### config.mk
export PLATFORM = sky130hd
export DESIGN_NAME = mac_array_sched
export DESIGN_NICKNAME = d
export VERILOG_FILES = /design/src/rtl/mac_array_sched.sv
export SDC_FILE = /design/constraint.sdc
export NUM_CORES = 1
export LEC_CHECK = 0
export BUFFER_PORTS_ARGS = -buffer_cell sky130_fd_sc_hd__buf_2
export CAP_MARGIN = 15
export CORE_AREA = 2 2 120 122
export DETAILED_ROUTE_END_ITERATION = 10
export DIE_AREA = 0 0 122 124
export PLACE_DENSITY_LB_ADDON = 0.12
export REMOVE_ABC_BUFFERS = 1
export SLEW_MARGIN = 20
export SYNTH_ARGS = -nofsm -noshare
export SYNTH_HDL_FRONTEND = slang
export SYNTH_SLANG_ARGS = --single-unit
### constraint.sdc
create_clock -name clk_i -period 4.2 [get_ports clk_i]
set_input_delay 0.21 -clock clk_i [delete_from_list [all_inputs] [get_ports clk_i]]
set_output_delay 0.21 -clock clk_i [all_outputs]
set_load 0.005 [all_outputs]
### src/rtl/mac_array_sched.sv
// mac_array_sched: feeds a rows x cols MAC array with skewed operand waves.
// Each accepted operand beat (one column of A, one row of B) enters lane 0
// directly and lane j through a j-deep delay line, so wave t presents beat
// t-j on lane j. After the last wave the block waits for every PE to report
// a result, then offers it for one yumi.
// Optional feature: define MAC_SCHED_TIMEOUT_EN to add a DRAIN watchdog that
// raises a sticky error_o and abandons the product if results never arrive.
//
// Handshakes: a beat moves on a channel in any cycle where its valid and
// ready are both high. No valid output depends on its own ready. The skewed
// lanes advance together: a wave (and every lane beat in it) is consumed
// only in a cycle where every valid lane sees ready, plus ab_valid_i while
// beats are still being accepted. Until then all lane outputs hold.
module mac_array_sched #(
  parameter int width_p        = 32,
  parameter int array_width_p  = 2,
  parameter int array_height_p = 2,
  parameter int klen_width_p   = 16
) (
  input  logic                                     clk_i,
  input  logic                                     reset_i,
  input  logic                                     start_i,
  input  logic [klen_width_p-1:0]                  k_len_i,
  input  logic [width_p*array_height_p-1:0]        a_i,
  input  logic [width_p*array_width_p-1:0]         b_i,
  input  logic                                     ab_valid_i,
  output logic                                     ab_ready_o,
  output logic [width_p*array_height_p-1:0]        row_o,
  output logic [array_height_p-1:0]                row_valid_o,
  input  logic [array_height_p-1:0]                row_ready_i,
  output logic [width_p*array_width_p-1:0]         col_o,
  output logic [array_width_p-1:0]                 col_valid_o,
  input  logic [array_width_p-1:0]                 col_ready_i,
  input  logic [array_width_p*array_height_p-1:0]  z_valid_i,
  output logic [array_width_p*array_height_p-1:0]  z_yumi_o,
  output logic                                     busy_o,
  output logic                                     result_v_o,
  input  logic                                     result_yumi_i,
  output logic                                     error_o,
  output logic [1:0]                               state_o
);

  localparam int max_dim_lp = (array_width_p > array_height_p) ? array_width_p : array_height_p;
  localparam int t_width_lp = klen_width_p + $clog2(max_dim_lp + 1) + 1;

  typedef enum logic [1:0] {
    S_IDLE  = 2'd0,
    S_FEED  = 2'd1,
    S_DRAIN = 2'd2,
    S_DONE  = 2'd3
  } state_e;

  state_e                  state_q, state_d;
  logic [klen_width_p-1:0] k_q, k_d;
  logic [t_width_lp-1:0]   t_q, t_d;
  logic [t_width_lp-1:0]   k_ext, t_last;
  logic                    feeding, beat_phase, lanes_ok, wave_fire, wd_hit;
  logic [array_height_p-1:0] row_want;
  logic [array_width_p-1:0]  col_want;

  assign k_ext      = t_width_lp'(k_q);
  assign t_last     = k_ext + t_width_lp'(max_dim_lp) - t_width_lp'(2);
  assign feeding    = (state_q == S_FEED);
  assign beat_phase = feeding && (t_q < k_ext);
  assign state_o    = state_q;
  assign busy_o     = (state_q != S_IDLE);

  // Lane j is live in wave t when it carries beat t-j with 0 <= t-j < K.
  always_comb begin
    row_want = '0;
    col_want = '0;
    for (int j = 0; j < array_height_p; j++)
      row_want[j] = feeding && (t_q >= t_width_lp'(j)) && (t_q < k_ext + t_width_lp'(j));
    for (int j = 0; j < array_width_p; j++)
      col_want[j] = feeding && (t_q >= t_width_lp'(j)) && (t_q < k_ext + t_width_lp'(j));
  end

  assign lanes_ok   = (&(~row_want | row_ready_i)) && (&(~col_want | col_ready_i));
  assign ab_ready_o = beat_phase && lanes_ok;
  assign wave_fire  = feeding && lanes_ok && (!beat_phase || ab_valid_i);

  // Lane 0 shows the incoming beat, so its valid also waits on ab_valid_i.
  always_comb begin
    row_valid_o    = row_want;
    col_valid_o    = col_want;
    row_valid_o[0] = row_want[0] && ab_valid_i;
    col_valid_o[0] = col_want[0] && ab_valid_i;
  end

  assign row_o[width_p-1:0] = row_valid_o[0] ? a_i[width_p-1:0] : '0;
  assign col_o[width_p-1:0] = col_valid_o[0] ? b_i[width_p-1:0] : '0;

  for (genvar j = 1; j < array_height_p; j++) begin : g_row_dl
    logic [width_p-1:0] dl_q [j];
    logic [width_p-1:0] lane_in;
    assign lane_in = beat_phase ? a_i[width_p*j +: width_p] : '0;
    // Shift the row delay line once per issued wave.
    always_ff @(posedge clk_i or posedge reset_i) begin
      if (reset_i) begin
        for (int s = 0; s < j; s++) dl_q[s] <= '0;
      end else if (wave_fire) begin
        dl_q[0] <= lane_in;
        for (int s = 1; s < j; s++) dl_q[s] <= dl_q[s-1];
      end
    end
    assign row_o[width_p*j +: width_p] = row_want[j] ? dl_q[j-1] : '0;
  end

  for (genvar j = 1; j < array_width_p; j++) begin : g_col_dl
    logic [width_p-1:0] dl_q [j];
    logic [width_p-1:0] lane_in;
    assign lane_in = beat_phase ? b_i[width_p*j +: width_p] : '0;
    // Shift the column delay line once per issued wave.
    always_ff @(posedge clk_i or posedge reset_i) begin
      if (reset_i) begin
        for (int s = 0; s < j; s++) dl_q[s] <= '0;
      end else if (wave_fire) begin
        dl_q[0] <= lane_in;
        for (int s = 1; s < j; s++) dl_q[s] <= dl_q[s-1];
      end
    end
    assign col_o[width_p*j +: width_p] = col_want[j] ? dl_q[j-1] : '0;
  end

`ifdef MAC_SCHED_TIMEOUT_EN
  localparam int wd_limit_lp = 4 * (array_width_p + array_height_p);
  localparam int wd_width_lp = $clog2(wd_limit_lp + 1);

  logic [wd_width_lp-1:0] wd_q, wd_d;
  logic                   error_q;

  // A result arriving on the final watchdog cycle still wins over the timeout.
  assign wd_hit  = (state_q == S_DRAIN) && !(&z_valid_i) &&
                   (wd_q == wd_width_lp'(wd_limit_lp - 1));
  assign wd_d    = (state_q == S_DRAIN) ? wd_q + 1'b1 : '0;
  assign error_o = error_q;

  // Count DRAIN cycles; the error flag is sticky until reset.
  always_ff @(posedge clk_i or posedge reset_i) begin
    if (reset_i) begin
      wd_q    <= '0;
      error_q <= 1'b0;
    end else begin
      wd_q    <= wd_d;
      error_q <= error_q | wd_hit;
    end
  end
`else
  assign wd_hit  = 1'b0;
  assign error_o = 1'b0;
`endif

  // Next-state, K/t bookkeeping and result handshake.
  always_comb begin
    state_d    = state_q;
    k_d        = k_q;
    t_d        = t_q;
    z_yumi_o   = '0;
    result_v_o = 1'b0;
    case (state_q)
      S_IDLE: begin
        if (start_i && (k_len_i != '0)) begin
          state_d = S_FEED;
          k_d     = k_len_i;
          t_d     = '0;
        end
      end
      S_FEED: begin
        if (wave_fire) begin
          t_d = t_q + 1'b1;
          if (t_q == t_last) state_d = S_DRAIN;
        end
      end
      S_DRAIN: begin
        if (&z_valid_i)  state_d = S_DONE;
        else if (wd_hit) state_d = S_IDLE;
      end
      S_DONE: begin
        result_v_o = 1'b1;
        if (result_yumi_i) begin
          z_yumi_o = '1;
          state_d  = S_IDLE;
        end
      end
      default: state_d = S_IDLE;
    endcase
  end

  // State, K and wave-counter registers.
  always_ff @(posedge clk_i or posedge reset_i) begin
    if (reset_i) begin
      state_q <= S_IDLE;
      k_q     <= '0;
      t_q     <= '0;
    end else begin
      state_q <= state_d;
      k_q     <= k_d;
      t_q     <= t_d;
    end
  end

endmodule

Word-level counts from Yosys, hierarchy flattened
Index checks and enable logic that the tools add are counted.
{ "word_totals": {"wordCells": 66, "input_bits": 157, "register_bits": 101, "out_inout_bits": 142} }
{ "op_classes": {"n_bitwise": 3, "eq_ne": 9, "magnitude_cmp": 4, "muxes": 18, "add_sub_neg": 4, "reduce_logical": 23} }
{ "op_table": {"columns": ["cell", "count"], "rows": [
  ["2-to-1 mux 32 bit", 6],
  ["greater-or-equal comparator 19 x 1 -> 1 bit (second input constant)", 2],
  ["2-to-1 mux 19 bit", 2],
  ["one-hot mux 19 bit (2 select lines)", 1],
  ["adder 19 x 1 -> 19 bit (second input constant)", 1],
  ["equality test 19 bit", 1],
  ["< comparator 19 x 16 -> 1 bit", 1],
  ["< comparator 19 x 17 -> 1 bit", 1],
  ["subtractor 17 x 2 -> 18 bit (second input constant)", 1],
  ["adder 16 x 1 -> 17 bit (second input constant)", 1],
  ["adder 16 x 2 -> 17 bit (second input constant)", 1],
  ["nonzero test 16 bit", 1],
  ["logical AND 1 bit", 11],
  ["2-to-1 mux 2 bit", 5],
  ["2-to-1 mux 4 bit", 2],
  ["one-hot mux 2 bit (4 select lines)", 1],
  ["inequality test 2 bit (second input constant)", 3],
  ["AND reduction 2 bit", 3],
  ["AND reduction 5 bit", 1],
  ["equality test 2 bit (second input constant)", 2],
  ["inequality test 2 x 1 -> 1 bit (second input constant)", 2],
  ["OR 2 bit", 2],
  ["AND reduction 4 bit", 1],
  ["nonzero test 2 bit", 2],
  ["7 further kinds", 7]
]} }

Logic depth before layout (Yosys ltp)
{ "logic_depth": {"ltp_word": 11, "depth_mapped": 18, "depth_no_buf": 16} }

Worst setup path before layout
Ideal clock, no wire load.
{ "synth_timing": {"kind": "reg2reg", "startpoint": "register k_q[2]", "endpoint": "register g_col_dl[1].dl_q[0] (netlist bit)", "arrival_ns": 2.999, "path_stages_with_launch": 17, "n_path_buf": 1, "period_less_slack_ns": 3.120, "setup_ns": 0.121, "path_slack_ns": 1.080, "t_required_ns": 4.079, "cell_sequence": "dfrtp_1 -> inv_1 -> nor3_1 -> nand3_1 -> nor2_1 -> nand3_1 -> xnor2_1 -> ha_1 -> nand4_1 -> nor4_1 -> o311ai_0 -> nand3_2 -> inv_2 -> nand2b_1 -> nand3_1 -> buf_2 -> a22o_1"} }
{ "synth_between": {"elab_chain_len": 9, "elab_cells_between_ends": 17, "classes_between": "add/sub: 1; order compare: 2; mux: 1; bitwise: 3; reduce/logical: 10"} }
{ "synth_lines": {"columns": ["item", "line", "text"], "rows": [
  ["start: declaration", "54", "logic [klen_width_p-1:0] k_q, k_d;"],
  ["start signal: assignment", "197", "k_q <= k_d;"],
  ["adder 16 x 1 -> 17 bit", "73, 75", null],
  ["< comparator 19 x 17 -> 1 bit", "73, 75", null],
  ["logical AND 1 bit", "73, 75", null],
  ["NOT 2 bit", "78", "assign lanes_ok = (&(~row_want | row_ready_i)) && (&(~col_want | col_ready_i));"],
  ["OR 2 bit", "78", null],
  ["AND reduction 2 bit", "78", null],
  ["logical AND 1 bit", "78", null],
  ["logical AND 1 bit (2 in a row)", "80", "assign wave_fire = feeding && lanes_ok && (!beat_phase || ab_valid_i);"],
  ["end: declaration", "110", "logic [width_p-1:0] dl_q [j];"]
]} }
Several ways; a longest one is shown, not always the timed one.
A chain may end at the register's enable or synchronous reset.

Worst setup path after layout
{ "layout_timing": {"startpoint": "register k_q[2]", "endpoint": "output port row_o[44]"} }
{ "layout_between": {"elab_chain_len": 4} }
{ "layout_lines": {"columns": ["item", "line", "text"], "rows": [
  ["adder 16 x 1 -> 17 bit", "73", "row_want[j] = feeding && (t_q >= t_width_lp'(j)) && (t_q < k_ext + t_width_lp'(j));"],
  ["< comparator 19 x 17 -> 1 bit", "73", null],
  ["logical AND 1 bit", "73", null],
  ["2-to-1 mux 32 bit", "106", "assign row_o[width_p*j +: width_p] = row_want[j] ? dl_q[j-1] : '0;"],
  ["end: declaration", "28", "output logic [width_p*array_height_p-1:0] row_o,"]
]} }
No other way between the ends.

==> reports/results.tsv <==
metric	value	unit
worst_pin_slew	0.8229	ns
crit_path_top_delay_cell	dfrtp_1	
ys_ff_latch	101	
syn_to_final_growth	31.13	%
worst_setup_path_start_kind	flop	
crit_cells	16	
irDropWorstVdd	0.0003160	V
finalWirelength	17.67	mm
fmax	260.7	MHz
arrival	3.63	ns
cts_resized	0	
first_iter_violations	170	
cts_tree	done	
synth_area_leaders	dfrtp_1, and2_1, a22o_1	
finalWorstSetupSlack	0.3645	ns
crit-reg2reg-capture	t_q[14]$_DFFE_PP0P_	
slew_headroom	45.09	%
synth_edf_count	0	
htree_levels	3	
p_int	2.338	mW
synth_top_area_cell	dfrtp_1	
crit_path_end_kind	output port	
cts.sinks	101	
asyncSetResetFlopFracSynth	100.0	%
path_class	reg -> out	
hold_class	in -> async	
rows	43	
antenna_found_initial	0	
start_util	44.53	%
grt_pass1_vias	5587	
portBuffers	297	
synth.top_cell.area_share	41.37	%
seq_power_share	36.5	%
path_cells	inv_1 -> nor3_1 -> and3_1 -> nand2_1 -> nor2_1 -> nand2_1 -> xnor2_1 -> ha_1 -> nand2_1 -> nor4_2 -> o311ai_0 -> nand3_2 -> inv_2 -> buf_6 -> and2_1 -> buf_2	
clkPwrFrac	24.4	%
remaining_drc_errors	0	
clock_latency	0.35	ns
setup_viol	0	
yosys-top-cells-count	and2_1, dfrtp_1, a22o_1	
synth_area	6110	um^2
post_cts_buffers	0	
cts_root_buffer	clkbuf_16	
wire_per_inst	16.44	um
grt_max_degree	68	
pin_count	299	
pwr-share-comb	39.0	%
max_stage_delay	0.42	ns
cts_hold_buf	0	
power.density	470.9	nW/um^2
synthCells	612	
final_min_period_over_clock_period	91.32	%
crit_family	simple AND/OR/NAND/NOR gates	
grt_remaining_overflow	0	
dpl_worst_slack	0.3887	ns
place.gp.congestion	0.9222	
antenna_left	0	
swShare	38.02	%
hold_viol	0	
synth-main-ff-cell	dfrtp_1	
cts_buffer_depth	2	
grt_usage	22.85	%
placed_cell_area	7666	um^2
r2r_cells	15	
cp_max_fo	66	
critPathRequiredTime	3.99	ns
crit_buf_inv	4	
ys_types	50	
min_period	3.836	ns
drive_above_1_share	38.99	%
rrSetupSlack	0.41	ns
ys_seq_area_share	41.37	%
r2r_start	k_q[2]$_DFFE_PP0P_	
fp.dieH	124	um
first_pass_iters	4	
critPathLaunch	k_q[2]$_DFFE_PP0P_	
fin_area	8011	um^2
p_switching	1.435	mW
numCtsBuffers	9	
endpoint	row_o[44]	
synth_warnings	0	
die_area	15130	um^2
status	finished clean	
synth.avg_cell_area	9.983	um^2
nets	1088	
fin_cells	1075	
slew_violations	0	
finish.utilization	58.39	%
leakage	4.439	nW
antenna_cells	0	
synth_most_common_cell	and2_1	
dp.cells	1059	
core	13720	um^2
finalClockSkew	0.01459	ns
die_w	122	um
clkSlewWorstSetupHoldPaths	0.08	ns
avgViaCountPerCell	5.160	
rsz0062_at_grt	no	
grt_pass1_wl	27.43	mm
vias	5547	
max-cap-violations	0	
hpwlAfterDp	13.59	mm
crit_top_cell	nand2_1	
how the worst min path moves through the flow:
stage,cells past startpoint,start,slack [ns],to
3_5_place_dp,2,reset_i,0.43,g_row_dl[1].dl_q[30]$_DFFE_PP0P_
2_1_floorplan,1,b_i[32],0.34,g_col_dl[1].dl_q[0]$_DFFE_PP0P_
4_1_cts,2,reset_i,0.06,g_row_dl[1].dl_q[30]$_DFFE_PP0P_
6_report,2,reset_i,0.03,g_col_dl[1].dl_q[5]$_DFFE_PP0P_
5_1_grt,2,a_i[61],0.07,g_row_dl[1].dl_q[29]$_DFFE_PP0P_
3_3_place_gp,2,reset_i,0.42,g_row_dl[1].dl_q[30]$_DFFE_PP0P_
power groups by stage:
| stage | Sequential (mW) | Clock, mW | Combinational, mW |
|---|---|---|---|
| CTS | 1.38 | 0.937 | 1.47 |
| floorplan | 1.32 | 0 | 0.991 |
| finish | 1.38 | 0.922 | 1.47 |
| global route | 1.41 | 0.977 | 1.66 |
| global placement | 1.39 | 0 | 1.43 |
| detailed placement | 1.39 | 0 | 1.47 |
layout by cell type, fill, tap and decap left out, types with 2 or more instances in the layout:
| master | instances |
|---|---|
| mux2_2 | 17 |
| nor3_1 | 5 |
| o2111ai_1 | 2 |
| dfrtp_1 | 101 |
| nand3_2 | 2 |
| nand3_1 | 15 |
| nor4_1 | 10 |
| a21oi_1 | 23 |
| and4_1 | 2 |
| nand4_1 | 7 |
| buf_4 | 5 |
| a22o_1 | 64 |
| ha_1 | 41 |
| a211o_1 | 3 |
| bufinv_16 | 2 |
| xor2_1 | 2 |
| nand2_1 | 24 |
| o211ai_1 | 4 |
| and3_1 | 10 |
| or4_1 | 4 |
| inv_8 | 2 |
| and2_1 | 130 |
| o21ai_0 | 16 |
| inv_1 | 26 |
| nand3b_1 | 2 |
| or3_1 | 12 |
| xnor2_1 | 15 |
| nor2_2 | 2 |
| clkbuf_16 | 9 |
| nor2_1 | 11 |
| inv_2 | 2 |
| o31ai_1 | 3 |
| buf_2 | 297 |
metal layers:
metal,routed length (um),part of all wire [%],GRT usage [%]
met4,185,1.0,5.316
met3,1178,6.7,5.495
met2,8921,50,39.98
met1,7386,42,28.63
met5,0,0,0
state kept, by name, indices dropped and copies added (netlist names):
register,count
state_o,2
t_q,19
g_row_dl.dl_q,32
g_col_dl.dl_q,32
k_q,16
kinds of logic after synthesis:
family	synth area share, %
buffers and inverters	5.509
AO/OA/AOI/OAI	15.83
other	0.06138
AND/OR/NAND/NOR	23.10
adder cells (fa/ha/maj)	8.396
flip-flops	41.37
XOR/XNOR	2.437
multiplexers	3.297
per-stage QoR:
stage / hold WS (ns) / power [mW] / TNS (ns)
3_3_place_gp: 0.4185 / 2.818 / 0
4_1_cts: 0.05811 / 3.791 / 0
3_5_place_dp: 0.4289 / 2.861 / 0
2_1_floorplan: 0.3427 / 2.307 / -12.92
5_1_grt: 0.06680 / 4.047 / 0
6_report: 0.03120 / 3.773 / 0
worst reg2reg max path, delay by kind of cell (launching register included):
kind	cells	cell delay, ns
AND/OR/NAND/NOR	9	1.93
adder cells (fa/ha/maj)	1	0.32
AO/OA/AOI/OAI	3	0.82
buffers and inverters	1	0.09
flip-flops	1	0.42
XOR/XNOR	1	0.13
layout make-up:
type,count,area [um^2]
Multi-Input combinational cell,445,3262
Sequential cell,101,2527
Inverter,29,111.4
Timing Repair Buffer,304,1555
Clock inverter,7,105.1
Tap cell,180,225.2
Clock buffer,9,225.2
Fill cell,1220,5708
(Power assumes the default switching activity.)
